**config.mk**
```make
export PLATFORM = sky130hd
export DESIGN_NAME = seg_display_scheduler
export DESIGN_NICKNAME = d
export VERILOG_FILES = /design/src/rtl/seg_display_scheduler.sv
export SDC_FILE = /design/constraint.sdc
export NUM_CORES = 1
export LEC_CHECK = 0
export ABC_AREA = 1
export BUFFER_PORTS_ARGS = -buffer_cell sky130_fd_sc_hd__buf_2
export CAP_MARGIN = 5
export CORE_MARGIN = 2
export CORE_UTILIZATION = 40
export DETAILED_ROUTE_END_ITERATION = 8
export HOLD_SLACK_MARGIN = 0.08
export PLACE_DENSITY = 0.67
export SYNTH_ARGS = -nofsm -noshare
export SYNTH_HDL_FRONTEND = slang
export SYNTH_SLANG_ARGS = --single-unit
```
**constraint.sdc**
```tcl
create_clock -name CLK -period 2.7 [get_ports CLK]
set_input_delay 0.27 -clock CLK [delete_from_list [all_inputs] [get_ports CLK]]
set_output_delay 0.27 -clock CLK [all_outputs]
set_load 0.005 [all_outputs]
```
**src/rtl/seg_display_scheduler.sv**
```systemverilog
// Digit-scan and content scheduler for a 4-digit seven-segment display.
// Selects between a live word and a held REQ/ACK message per scan frame.
module seg_display_scheduler #(
    parameter int PRESCALE    = 50000,
    parameter int HOLD_FRAMES = 500
) (
    input  logic        CLK,
    input  logic        RST,
    input  logic [15:0] LIVE_VALUE,
    input  logic        BLANK_LZ,
    input  logic        MSG_REQ,
    input  logic [15:0] MSG_DATA,
    output logic        MSG_ACK,
    output logic        MSG_ACTIVE,
    output logic [1:0]  DIGIT_SEL,
    output logic [15:0] DISPLAY,
    output logic        FRAME_TICK
);

    typedef enum logic {LIVE, MSG} state_t;

    localparam logic [15:0] PMAX      = 16'(PRESCALE - 1);
    localparam logic [15:0] HOLD_INIT = 16'(HOLD_FRAMES);

    state_t      state;
    logic [15:0] pcnt;
    logic [15:0] hold;
    logic [15:0] msg_buf;
    logic [15:0] sel_word;
    logic [15:0] shown;
    logic        slot;
    logic        frame;
    logic        accept;
    logic        b3;
    logic        b2;
    logic        b1;

    assign slot   = (pcnt == PMAX);
    assign frame  = slot && (DIGIT_SEL == 2'd3);
    assign accept = MSG_REQ && !MSG_ACK;

    // Leading-zero blanking chains from the leftmost digit; digit 0 always shows.
    always_comb begin
        sel_word = (state == MSG) ? msg_buf : LIVE_VALUE;
        shown    = sel_word;
        b3       = BLANK_LZ && (sel_word[15:12] == 4'h0);
        b2       = b3 && (sel_word[11:8] == 4'h0);
        b1       = b2 && (sel_word[7:4] == 4'h0);
        if (b3) shown[15:12] = 4'hF;
        if (b2) shown[11:8]  = 4'hF;
        if (b1) shown[7:4]   = 4'hF;
    end

    always_ff @(posedge CLK or posedge RST) begin
        if (RST) begin
            state      <= LIVE;
            pcnt       <= 16'd0;
            hold       <= 16'd0;
            msg_buf    <= 16'd0;
            DIGIT_SEL  <= 2'd0;
            DISPLAY    <= 16'hFFFF;
            FRAME_TICK <= 1'b0;
            MSG_ACK    <= 1'b0;
            MSG_ACTIVE <= 1'b0;
        end else begin
            FRAME_TICK <= frame;
            pcnt       <= slot ? 16'd0 : pcnt + 16'd1;
            if (slot) DIGIT_SEL <= DIGIT_SEL + 2'd1;

            if (frame) begin
                DISPLAY <= shown;
                if (state == MSG) begin
                    hold <= hold - 16'd1;
                    if (hold == 16'd1) begin
                        state      <= LIVE;
                        MSG_ACTIVE <= 1'b0;
                    end
                end
            end

            // Placed last so an accept overrides a same-cycle final-frame return.
            if (accept) begin
                msg_buf    <= MSG_DATA;
                hold       <= HOLD_INIT;
                state      <= MSG;
                MSG_ACTIVE <= 1'b1;
                MSG_ACK    <= 1'b1;
            end else if (!MSG_REQ) begin
                MSG_ACK <= 1'b0;
            end
        end
    end

endmodule

```
==> impl_results.md, run 1 <==
* Mux cell area share after synthesis at 0.0103
* Max_slew headroom at 0.507
* Max FO, Critical Path at 28
* Vias per cell at 4.63
* Pre-CTS setup slack at 819 ps
* Synth Warn # at 0
* Share of layout cells above drive strength 1 at 0.181
* Hold buffers post-CTS at 2
* #FFs+latches synth at 70
* Sink Count at 70
* Final hold slack at 126 ps
* Synth top area share at 0.348
* Worst Hold Class: input port to register
* DR WL/cell at 11.7 um
* Row count at 35
* Final Max Slew Viols at 0
* CP Capture Type: register
* Drt pass-1 iters at 5
* F_max at 0.522 GHz
* Post-CTS sizing at 0
* Dominant synthesized flop cell: dfrtp_1
* Crit start category: register
* Top cells by area, synth: dfrtp_1 35%, nand2_1 18%, dfstp_2 11%
* Nets at 637
* Area occupied by multi-input gates at 1740 um^2
* PD cells at 578 nW/um^2
* GR Util met2 at 0.289
* Initial antenna violation count at 0
* Final Skew at 7.93 ps
* Worst-path clk slew at 80 ps
* Least-Margin Pin Slew at 740 ps
* Clock Latency Late Sink at 350 ps
* Cells after synthesis at 539
* Placer Congestion at 0.902
* Ant diodes at 0
* Core box area at 9330 um^2
* Final setup fails at 0
* Async SR Flop Fraction at 1.00
* Layout filler cell count at 959
* Maxcap violations at 0
* Post-synthesis simple-gate area fraction at 0.345
* CTS tree: yes
* Die Wd at 102 um
* Grt ovf at 0
* VDD IR-drop max at 0.000407 V
* Register area at 1770 um^2
* P_leak at 2.48 nW
* WP data arrival at 2200 ps
* Final WS setup at 785 ps
* Post-Syn Nets at 579
* Vias in the first global route at 3,331
* Grt met1 use at 0.238
* Setup bufs post-CTS at 0
* Global Route Usage Sum at 0.178
* Seq/Total Area, Yosys at 0.457
* Fin crit share at 0.709
* Initial Util at 0.416
* Synth-to-layout area growth at 16.2%
* DP HPWL at 6.26 mm
* Met3 Use GR at 0.0410
* Post-synth EDFFs at 0
* Overall via count from detail_route at 3,387
* DRT antenna net count at 0
* Main combinational cell family by area after synthesis: simple AND/OR/NAND/NOR gates
* H-tree Lvls at 3
* Die area at 10,500 um^2
* Drt drc at 0
* Yosys top cell by area: dfrtp_1
* RSZ-0062 raised after global routing: false
* Xor/xnor cell area share of the yosys netlist at 0.0181
* Netlist Area Pre-Place at 3880 um^2
* Adder-Cell Fraction of Synth Area at 0.0129
* Final hold violation count at 0
* Tmin final at 1910 ps
* I/O pins at 57
* Synth unique cells at 29
* Most frequent cell after synthesis: nand2_1
* Mean Syn Cell Area at 7.20 um^2
* IO Port Bufs at 56
* Compound-Gate Fraction of Synth Area at 0.0632
* DIE HEIGHT at 102 um
* CTS Buf Count at 9
* CTS Buffer Depth at 2
* Total negative slack at 0 ps
* DRT iter0 DRCs at 162
* CP Data Required Time at 2980 ps
* Busiest grt layer: met2
* Global-route wire length before repair at 14.9 mm
* Post-synth top cells: 185 x nand2_1, 73 x nor2_1, 69 x inv_1, 54 x dfrtp_1, 39 x nand3_1
* Largest net degree at the start of global routing at 44
* Total wire length at 8.54 mm
* WS Path Type: register to register
* CTS Root Cell: clkbuf_8
* Status: complete, no violations
-- area by class of cell --
class	instances	area share
clock buffer	12	0.0369
tap	129	0.0358
multi-input combinational	382	0.387
inverter	72	0.0600
sequential	70	0.393
timing repair buffer	62	0.0761
clock inverter	4	0.0111
-- path summary, 6_finish.rpt --
kind | start | to | slack [ps] | cells past startpoint
setup / recovery | state | DISPLAY[10] | 790 | 8
setup reg to reg | state | DISPLAY[10] | 790 | 8
hold / removal | MSG_DATA[1] | msg_buf[1] | 130 | 3
hold reg to reg | pcnt[0] | pcnt[0] | 460 | 1
min in group asynchronous | RST | pcnt[5] | 550 | 3
max in group asynchronous | RST | DISPLAY[0] | 1440 | 4
-- sequential cells by signal (all words and copies together) (netlist names) --
name	flops
DISPLAY	16
hold	16
msg_buf	16
pcnt	16
DIGIT_SEL	2
FRAME_TICK	1
MSG_ACK	1
MSG_ACTIVE	1
state	1
-- per-stage QoR --
stage | utilization | area [um^2] | instances | power (W)
CTS | 0.483 | 4510 | 731 | 0.00264
finish | 0.483 | 4510 | 731 | 0.00260
detailed placement | 0.458 | 4270 | 713 | 0.00170
floorplan | - | 3880 | 539 | 0.00158
global route | 0.483 | 4510 | 731 | 0.00278
global placement | 0.458 | 4270 | 713 | 0.00169
-- metal layers --
layer	up-vias	part of all wire
met5	-	0
met4	0	0.0063
met3	6	0.040
met2	77	0.48
met1	1534	0.47
li1	1770	-
-- worst max-delay path, cell delays in order, from the launching register on --
cell and delay (ps):
dfrtp_1 830, inv_1 160, nand2_1 100, nand2_1 60
nor2_1 110, nand3_1 190, nor2_2 220, nor2_1 70
nor2_1 100
-- cells by family (layout without fill, tap and decap cells) --
logic type	Yosys count	count (layout)
multiplexers	4	4
XOR/XNOR	8	8
buffers and inverters	87	150
flip-flops	70	70
adder cells (fa/ha/maj)	4	4
AO/OA/AOI/OAI	47	47
AND/OR/NAND/NOR	319	319
-- report_power, final --
group | leakage [nW] | switching, W | internal, W | total, W
combinational | 1.52 | 0.000297 | 0.000179 | 0.000476
sequential | 0.852 | 0.0000806 | 0.00113 | 0.00121
clock | 0.112 | 0.000403 | 0.000511 | 0.000914
total | 2.48 | 0.000780 | 0.00182 | 0.00260
-- cell usage in the layout (no fill, tap or decap) --
cell type      netlist  final
mux2i_1              4      4
o21ai_1              3      3
buf_12               0      1
dlygate4sd3_1        0      2
xor2_1               6      6
or2_2                3      3
nor2_4               3      3
ha_1                 4      4
o21ai_0             36     36
clkbuf_8             0     10
nor2_2               3      3
a21oi_1              4      4
inv_1               69     68
inv_4                0      1
nand4_1              2      2
dfrtp_1             54     54
nor2_1              73     73
a21boi_1             4      4
nand2_2              2      2
buf_2                3     56
clkbuf_1             7      1
nand4_4              1      1
buf_4                1      3
nand3_2              1      1
nand2_4              1      1
nand3b_1             2      2
bufinv_16            0      1
xnor2_1              2      2
clkinv_2             0      1
inv_6                0      1
nand2_1            185    185
inv_2                3      4
clkbuf_16            0      1
nor3_1               4      4
nand3_1             39     39
dfstp_2             16     16
(Power assumes the default switching activity.)
==> run 2: changes to the inputs <==
--- a/config.mk
+++ b/config.mk
@@ -12,7 +12,7 @@
 export CORE_UTILIZATION = 40
 export DETAILED_ROUTE_END_ITERATION = 8
 export HOLD_SLACK_MARGIN = 0.08
-export PLACE_DENSITY = 0.67
+export PLACE_DENSITY = 0.7
 export SYNTH_ARGS = -nofsm -noshare
 export SYNTH_HDL_FRONTEND = slang
 export SYNTH_SLANG_ARGS = --single-unit
==> constraint.sdc (replaced) <==
create_clock -name CLK -period 1.75 [get_ports CLK]
set_input_delay 0.175 -clock CLK [delete_from_list [all_inputs] [get_ports CLK]]
set_output_delay 0.175 -clock CLK [all_outputs]
set_load 0.005 [all_outputs]
==> run 2 against run 1 <==
Sequential power up 55%; wire length increased by 2.3%; critical path depth stayed put; hold slack got worse by 39 ps; first-iteration DRC count is 36% higher; final area grew 4.5%; final cell count is 3.4% higher; via count increased by 4.4%; critical path type unchanged; register-to-register slack got worse by 610 ps.
==> impl_results.md, run 2 (same netlist as run 1, synthesis figures left out) <==
* CP bufs+invs at 1 (unchanged)
* Non-filler cells, final at 756 (+3.4%)
* Dpl cells at 721 (+1.1%)
* Global Route Usage Sum at 0.180 (+0.00259)
* Total negative slack at 0 ps (unchanged)
* RSZ-0062 raised after global routing: true
* Nets at 662 (+3.9%)
* Register area at 1770 um^2 (about the same)
* Total wire length at 8.73 mm (+2.3%)
* Layout filler cell count at 931 (-2.9%)
* Area occupied by multi-input gates at 1750 um^2 (+0.57%)
* CP Data Required Time at 2040 ps (-940 ps)
* Max_slew headroom at 0.749 (+0.242)
* Final setup fails at 0 (unchanged)
* CP Capture Type: register
* P_leak at 2.56 nW (+3.3%)
* CP max stage cell: dfrtp_2
* Die area at 10,500 um^2 (unchanged)
* WP data arrival at 1860 ps (-340 ps)
* Flop2flop setup slack at 170 ps (-610 ps)
* Hold path start: MSG_DATA[12]
* CTS Buf Count at 9 (unchanged)
* DRT antenna net count at 0 (unchanged)
* DIE HEIGHT at 102 um (unchanged)
* Drt drc at 0 (unchanged)
* CTS tree: yes
* Most common cell after layout, fill and taps aside: nand2_1
* Largest net degree at the start of global routing at 71 (+61%)
* Share of layout cells above drive strength 1 at 0.191 (+0.0103)
* Final Skew at 9.76 ps (+1.83 ps)
* Reg2reg end: DISPLAY[10]
* Status: complete, no violations
* Global-route wire length before repair at 14.9 mm (-0.32%)
* Drt pass-1 iters at 5 (unchanged)
* Reg2Reg Depth at 8 (unchanged)
* Overall via count from detail_route at 3,536 (+4.4%)
* Least-Margin Pin Slew at 376 ps (-363 ps)
* Core box area at 9330 um^2 (unchanged)
* DR WL/cell at 11.6 um (-1.1%)
* Worst path depth at 8 (unchanged)
* Max incr delay on CP at 460 ps (-370 ps)
* PD cells at 797 nW/um^2 (+38%)
* H-tree Lvls at 3 (unchanged)
* Synth-to-layout area growth at 21.4%
* DRT iter0 DRCs at 220 (+36%)
* Clock Latency Late Sink at 350 ps (about the same)
* Most frequent cells in the layout: 185 x nand2_1, 72 x nor2_1, 68 x inv_1, 56 x buf_2, 53 x dfrtp_1
* Initial Util at 0.416 (unchanged)
* VDD IR-drop max at 0.000499 V (+23%)
* Initial antenna violation count at 0 (unchanged)
* Final Max Slew Viols at 0 (unchanged)
* Row count at 35 (unchanged)
* Worst-path clk slew at 70 ps (about the same)
* CP cell instances: buf_4 > nand2_1 > nand2_1 > nor2_1 > nand3_1 > nor2_4 > nor2_1 > nor2_1
* FF-to-FF Start: state
* F_max at 0.634 GHz (+21%)
* Die Wd at 102 um (unchanged)
* Vias per cell at 4.68 (+0.95%)
* Sink Count at 70 (unchanged)
* Fin crit share at 0.902 (+0.193)
* CTS Root Cell: clkbuf_8
* Maxcap violations at 0 (unchanged)
* IO Port Bufs at 56 (unchanged)
* Max FO, Critical Path at 15 (-46%)
* DP HPWL at 6.27 mm (+0.14%)
* I/O pins at 57 (unchanged)
* Vias in the first global route at 3,415 (+2.5%)
* Worst Hold Class: input port to register
* WS Path Type: register to register
* Hold endpoint: msg_buf[12]
* CTS Buffer Depth at 2 (unchanged)
* Crit start category: register
* Ant diodes at 0 (unchanged)
* Tmin final at 1580 ps (-336 ps)
* Grt ovf at 0 (unchanged)
* CP top delay family: simple AND/OR/NAND/NOR gates
* Placer Congestion at 0.894 (-0.90%)
* Hold path depth at 3 (unchanged)
* CP most frequent cell: nor2_1
* Final hold violation count at 0 (unchanged)
## run 2: changes by cell type in the layout (fill, tap and decap cells not counted), moves of 2 or more
cell and change:
clkinv_2 +2, clkbuf_1 +2, buf_4 +7, dlygate4sd3_1 +15
buf_6 +2
## run 2: worst max-delay path by stage
| stage | end | from | slack, ps |
|---|---|---|---|
| after CTS | hold[0] | pcnt[0] | 120 |
| after detailed placement | hold[2] | pcnt[0] | 120 |
| after global placement | hold[6] | hold[0] | 180 |
| final | DISPLAY[10] | state | 170 |
| after global routing | DISPLAY[5] | state | -20 |
| after floorplan | hold[0] | pcnt[0] | 300 |
## run 2: layout make-up
| class | instances | area share |
|---|---|---|
| Sequential cell | 70 | 0.377 |
| Tap cell | 129 | 0.0343 |
| Timing Repair Buffer | 87 | 0.125 |
| Clock buffer | 12 | 0.0287 |
| Multi-Input combinational cell | 382 | 0.372 |
| Clock inverter | 4 | 0.00505 |
| Inverter | 72 | 0.0582 |
## run 2: where the power goes
part | switching, W | total [W] | internal (W)
clock network | 0.000589 | 0.00110 | 0.000511
registers | 0.000134 | 0.00188 | 0.00175
logic | 0.000470 | 0.000773 | 0.000303
total | 0.00119 | 0.00375 | 0.00256
## run 2: through the flow
step                      hold WS (ps)  setup slack [ps]  area [um^2]  total power [W]  utilization
after CTS                         86.4               115         4670          0.00379        0.501
after detailed placement           303               121         4350          0.00264        0.466
after global routing              80.2             -15.3         4710          0.00403        0.505
after global placement             298               182         4350          0.00262        0.466
final                             87.1               172         4710          0.00375        0.505
after floorplan                    273               302         3880          0.00244            -
## run 2: routing by layer
metal,routed length [um],up-vias,share of wire,track usage
li1,-,1818,-,-
met1,3960,1648,0.45,0.230
met5,0,-,0,0
met2,4260,59,0.49,0.303
met4,104,0,0.012,0.0656
met3,412,11,0.047,0.0383
## run 2: what timing repair did
action | CTS | global route
hold buffers | 17 | 0
buffers inserted | 0 | 2
endpoints found under the hold margin | 70 | 0
endpoints found under the setup margin | 0 | 26
resized for setup | 0 | 6
## run 2: tightest hold or removal path: cells and delay by family
| kind | cells | cell delay (ps) |
|---|---|---|
| buffers and inverters | 1 | 80 |
| AO/OA/AOI/OAI | 1 | 80 |
| AND/OR/NAND/NOR | 1 | 40 |
==> run 3: changes to the inputs <==
--- a/config.mk
+++ b/config.mk
@@ -11,8 +11,9 @@
 export CORE_MARGIN = 2
 export CORE_UTILIZATION = 40
 export DETAILED_ROUTE_END_ITERATION = 8
+export GPL_TIMING_DRIVEN = 0
 export HOLD_SLACK_MARGIN = 0.08
-export PLACE_DENSITY = 0.7
+export PLACE_DENSITY = 0.67
 export SYNTH_ARGS = -nofsm -noshare
 export SYNTH_HDL_FRONTEND = slang
 export SYNTH_SLANG_ARGS = --single-unit
==> constraint.sdc (replaced) <==
create_clock -name CLK -period 1.5 [get_ports CLK]
set_input_delay 0.15 -clock CLK [delete_from_list [all_inputs] [get_ports CLK]]
set_output_delay 0.15 -clock CLK [all_outputs]
set_load 0.005 [all_outputs]
==> run 3 against run 2 <==
The flow now finishes with violations (negative setup slack); sequential share of layout area down 2.5 points; sequential cell count unchanged; hold slack improved by 4.7 ps; register-to-register slack worse by 240 ps; final cell count increased by 2.1%; global-route usage increased by 1.2 points; fmax grew 0.33%; clock power is 71% higher; sequential power up 17%; critical path depth increased by 1; die area unchanged; critical endpoint is now hold[11]; largest power group unchanged.
==> impl_results.md, run 3 (same netlist as run 1, synthesis figures left out) <==
* I/O pins at 57 (unchanged)
* IO Port Bufs at 56 (unchanged)
* Total wire length at 9.34 mm (+6.9%)
* Clock Latency Late Sink at 350 ps (about the same)
* WP data arrival at 1870 ps (about the same)
* Drt pass-1 iters at 5 (unchanged)
* P_leak at 2.72 nW (+6.3%)
* DP HPWL at 6.53 mm (+4.2%)
* Internal power at 0.00358 W (+40%)
* CP Data Required Time at 1790 ps (-250 ps)
* Core box area at 9330 um^2 (unchanged)
* Sw Share at 0.292 (-0.0259)
* Final setup fails at 20 (+20)
* Max FO, Critical Path at 5 (-10)
* CP bufs+invs at 0 (-1)
* Drt drc at 0 (unchanged)
* DR WL/cell at 12.1 um (+4.7%)
* Crit start category: register
* Tmin final at 1570 ps (-5.14 ps)
* M1 WL at 4.19 mm (+6.0%)
* Failing checks: negative setup slack
* Final WS setup at -73.2 ps (-245 ps)
* CTS Root Cell: clkbuf_8
* Die Wd at 102 um (unchanged)
* VDD IR-drop max at 0.000823 V (+65%)
* WS Path Type: register to register
* Maxcap violations at 0 (unchanged)
* Clock group share of total power at 0.372 (+0.079)
* Combinational power share at 0.192 (-0.014)
* CP most frequent cell: nand2_1
* CP Capture Type: register
* CP max stage cell: dfrtp_1
* Nets at 678 (+2.4%)
* CP top delay family: simple AND/OR/NAND/NOR gates
* RSZ-0062 raised after global routing: true
* Met3 Wirelength at 414 um (+0.49%)
* Sink Count at 70 (unchanged)
* Fin crit share at 1.05 (+0.147)
* Max incr delay on CP at 430 ps (-30 ps)
* Psw at 0.00147 W (+24%)
* CTS tree: yes
* Final hold violation count at 0 (unchanged)
* Global-route wire length before repair at 15.9 mm (+6.9%)
* Max_slew headroom at 0.472 (-0.277)
* Final Max Slew Viols at 0 (unchanged)
* Row count at 35 (unchanged)
* Final core occ at 0.541 (+0.0362)
* CTS Buf Count at 9 (unchanged)
* Initial Util at 0.416 (unchanged)
* DRT iter0 DRCs at 134 (-39%)
* Dpl cells at 725 (+0.55%)
* Least-Margin Pin Slew at 790 ps (+413 ps)
* H-tree Lvls at 3 (unchanged)
* Largest net degree at the start of global routing at 37 (-48%)
* Sequential fraction of design power at 0.435 (-0.066)
* Highest Signal Layer: met4
* Layout filler cell count at 891 (-4.3%)
* Vias in the first global route at 3,597 (+5.3%)
* CP cell instances: nor2_1 > nand2_1 > nor2_1 > nand2_1 > nand2_1 > nand2_1 > nor2_1 > nand2_4 > nand2_2
* Initial antenna violation count at 0 (unchanged)
* Overall via count from detail_route at 3,622 (+2.4%)
* Vias per cell at 4.69 (+0.31%)
* Worst Hold Class: input port to register
* Ant diodes at 0 (unchanged)
* PD cells at 1000 nW/um^2 (+25%)
* Worst-path clk slew at 80 ps (about the same)
* Synth-to-layout area growth at 30.1%
* DRT antenna net count at 0 (unchanged)
* Flop2flop setup slack at -70 ps (-240 ps)
* Die area at 10,500 um^2 (unchanged)
* Non-filler cells, final at 772 (+2.1%)
* DIE HEIGHT at 102 um (unchanged)
* Met2 WL at 4.60 mm (+7.9%)
* Final Skew at 11.2 ps (+1.47 ps)
* F_max at 0.636 GHz (+0.33%)
* CTS Buffer Depth at 2 (unchanged)
* Status: finished with violations
* Share of layout cells above drive strength 1 at 0.255 (+0.0637)
* Most frequent cells in the layout: 164 x nand2_1, 70 x nor2_1, 66 x inv_1, 56 x buf_2, 53 x dfrtp_1
* Total negative slack at -864 ps (-864 ps)
* Most common cell after layout, fill and taps aside: nand2_1
* Global Route Usage Sum at 0.192 (+0.0116)
* Placer Congestion at 0.909 (+1.7%)
* Grt ovf at 0 (unchanged)
==> run 3: cell types whose count changed in the layout (fill, tap and decap cells not counted), moves of 5 or more <==
cell,delta
nand2_1,-21
nand2_2,+18
buf_6,+11
o21ai_0,-9
o21ai_1,+9
nand3_1,-5
nand3_2,+5
==> run 3: power by group through the flow <==
stage | clock [W] | combinational, W | sequential [W]
floorplan | 0 | 0.000663 | 0.00218
global placement | 0 | 0.000826 | 0.00222
detailed placement | 0 | 0.000853 | 0.00222
CTS | 0.00192 | 0.000929 | 0.00219
global route | 0.00200 | 0.00113 | 0.00222
finish | 0.00188 | 0.000971 | 0.00220
==> run 3: repair_timing <==
action                     4_1_cts  5_1_grt
pin swaps                       13        9
hold buffers                    18        0
gates resized for setup         40       30
setup buffers                    9        2
cloned                           2        0
hold endpoints to repair        47        0
setup endpoints to repair       55       57
==> run 3: worst min-delay path, cell delays in order <==
cell	delay [ps]
buf_2	100
mux2i_1	100
o21ai_0	90
==> run 3: final timing paths <==
kind	start	cells past startpoint	endpoint
setup / recovery	hold[2]	9	hold[11]
hold / removal	LIVE_VALUE[0]	3	DISPLAY[0]
setup reg to reg	hold[2]	9	hold[11]
hold reg to reg	DISPLAY[15]	2	DISPLAY[15]
max in group asynchronous	RST	4	DISPLAY[2]
min in group asynchronous	RST	3	DIGIT_SEL[1]
==> run 3: metrics by stage <==
stage	setup WS [ps]	total power [W]	hold slack [ps]	area, um^2
5_1_grt	-185	0.00535	113	5050
4_1_cts	-86.9	0.00504	90.2	4960
3_3_place_gp	-228	0.00304	349	4320
3_5_place_dp	-302	0.00307	339	4340
2_1_floorplan	52.0	0.00284	248	3880
6_report	-73.2	0.00505	91.7	5050
==> run 3: layout make-up <==
cell class | count | area (um^2) | area share
flip-flops and latches | 70 | 1770 | 0.351
well taps | 129 | 161 | 0.0320
plain buffers | 15 | 124 | 0.0245
inverters | 72 | 277 | 0.0548
repair buffers | 88 | 601 | 0.119
multi-input cells | 382 | 1860 | 0.369
clock buffers | 11 | 141 | 0.0280
clock inverters | 5 | 106 | 0.0211
==> run 3: per-layer routing <==
metal / GRT usage / up-vias
met2: 0.327 / 70
li1: - / 1856
met3: 0.0465 / 14
met5: 0 / -
met4: 0.0564 / 0
met1: 0.243 / 1682
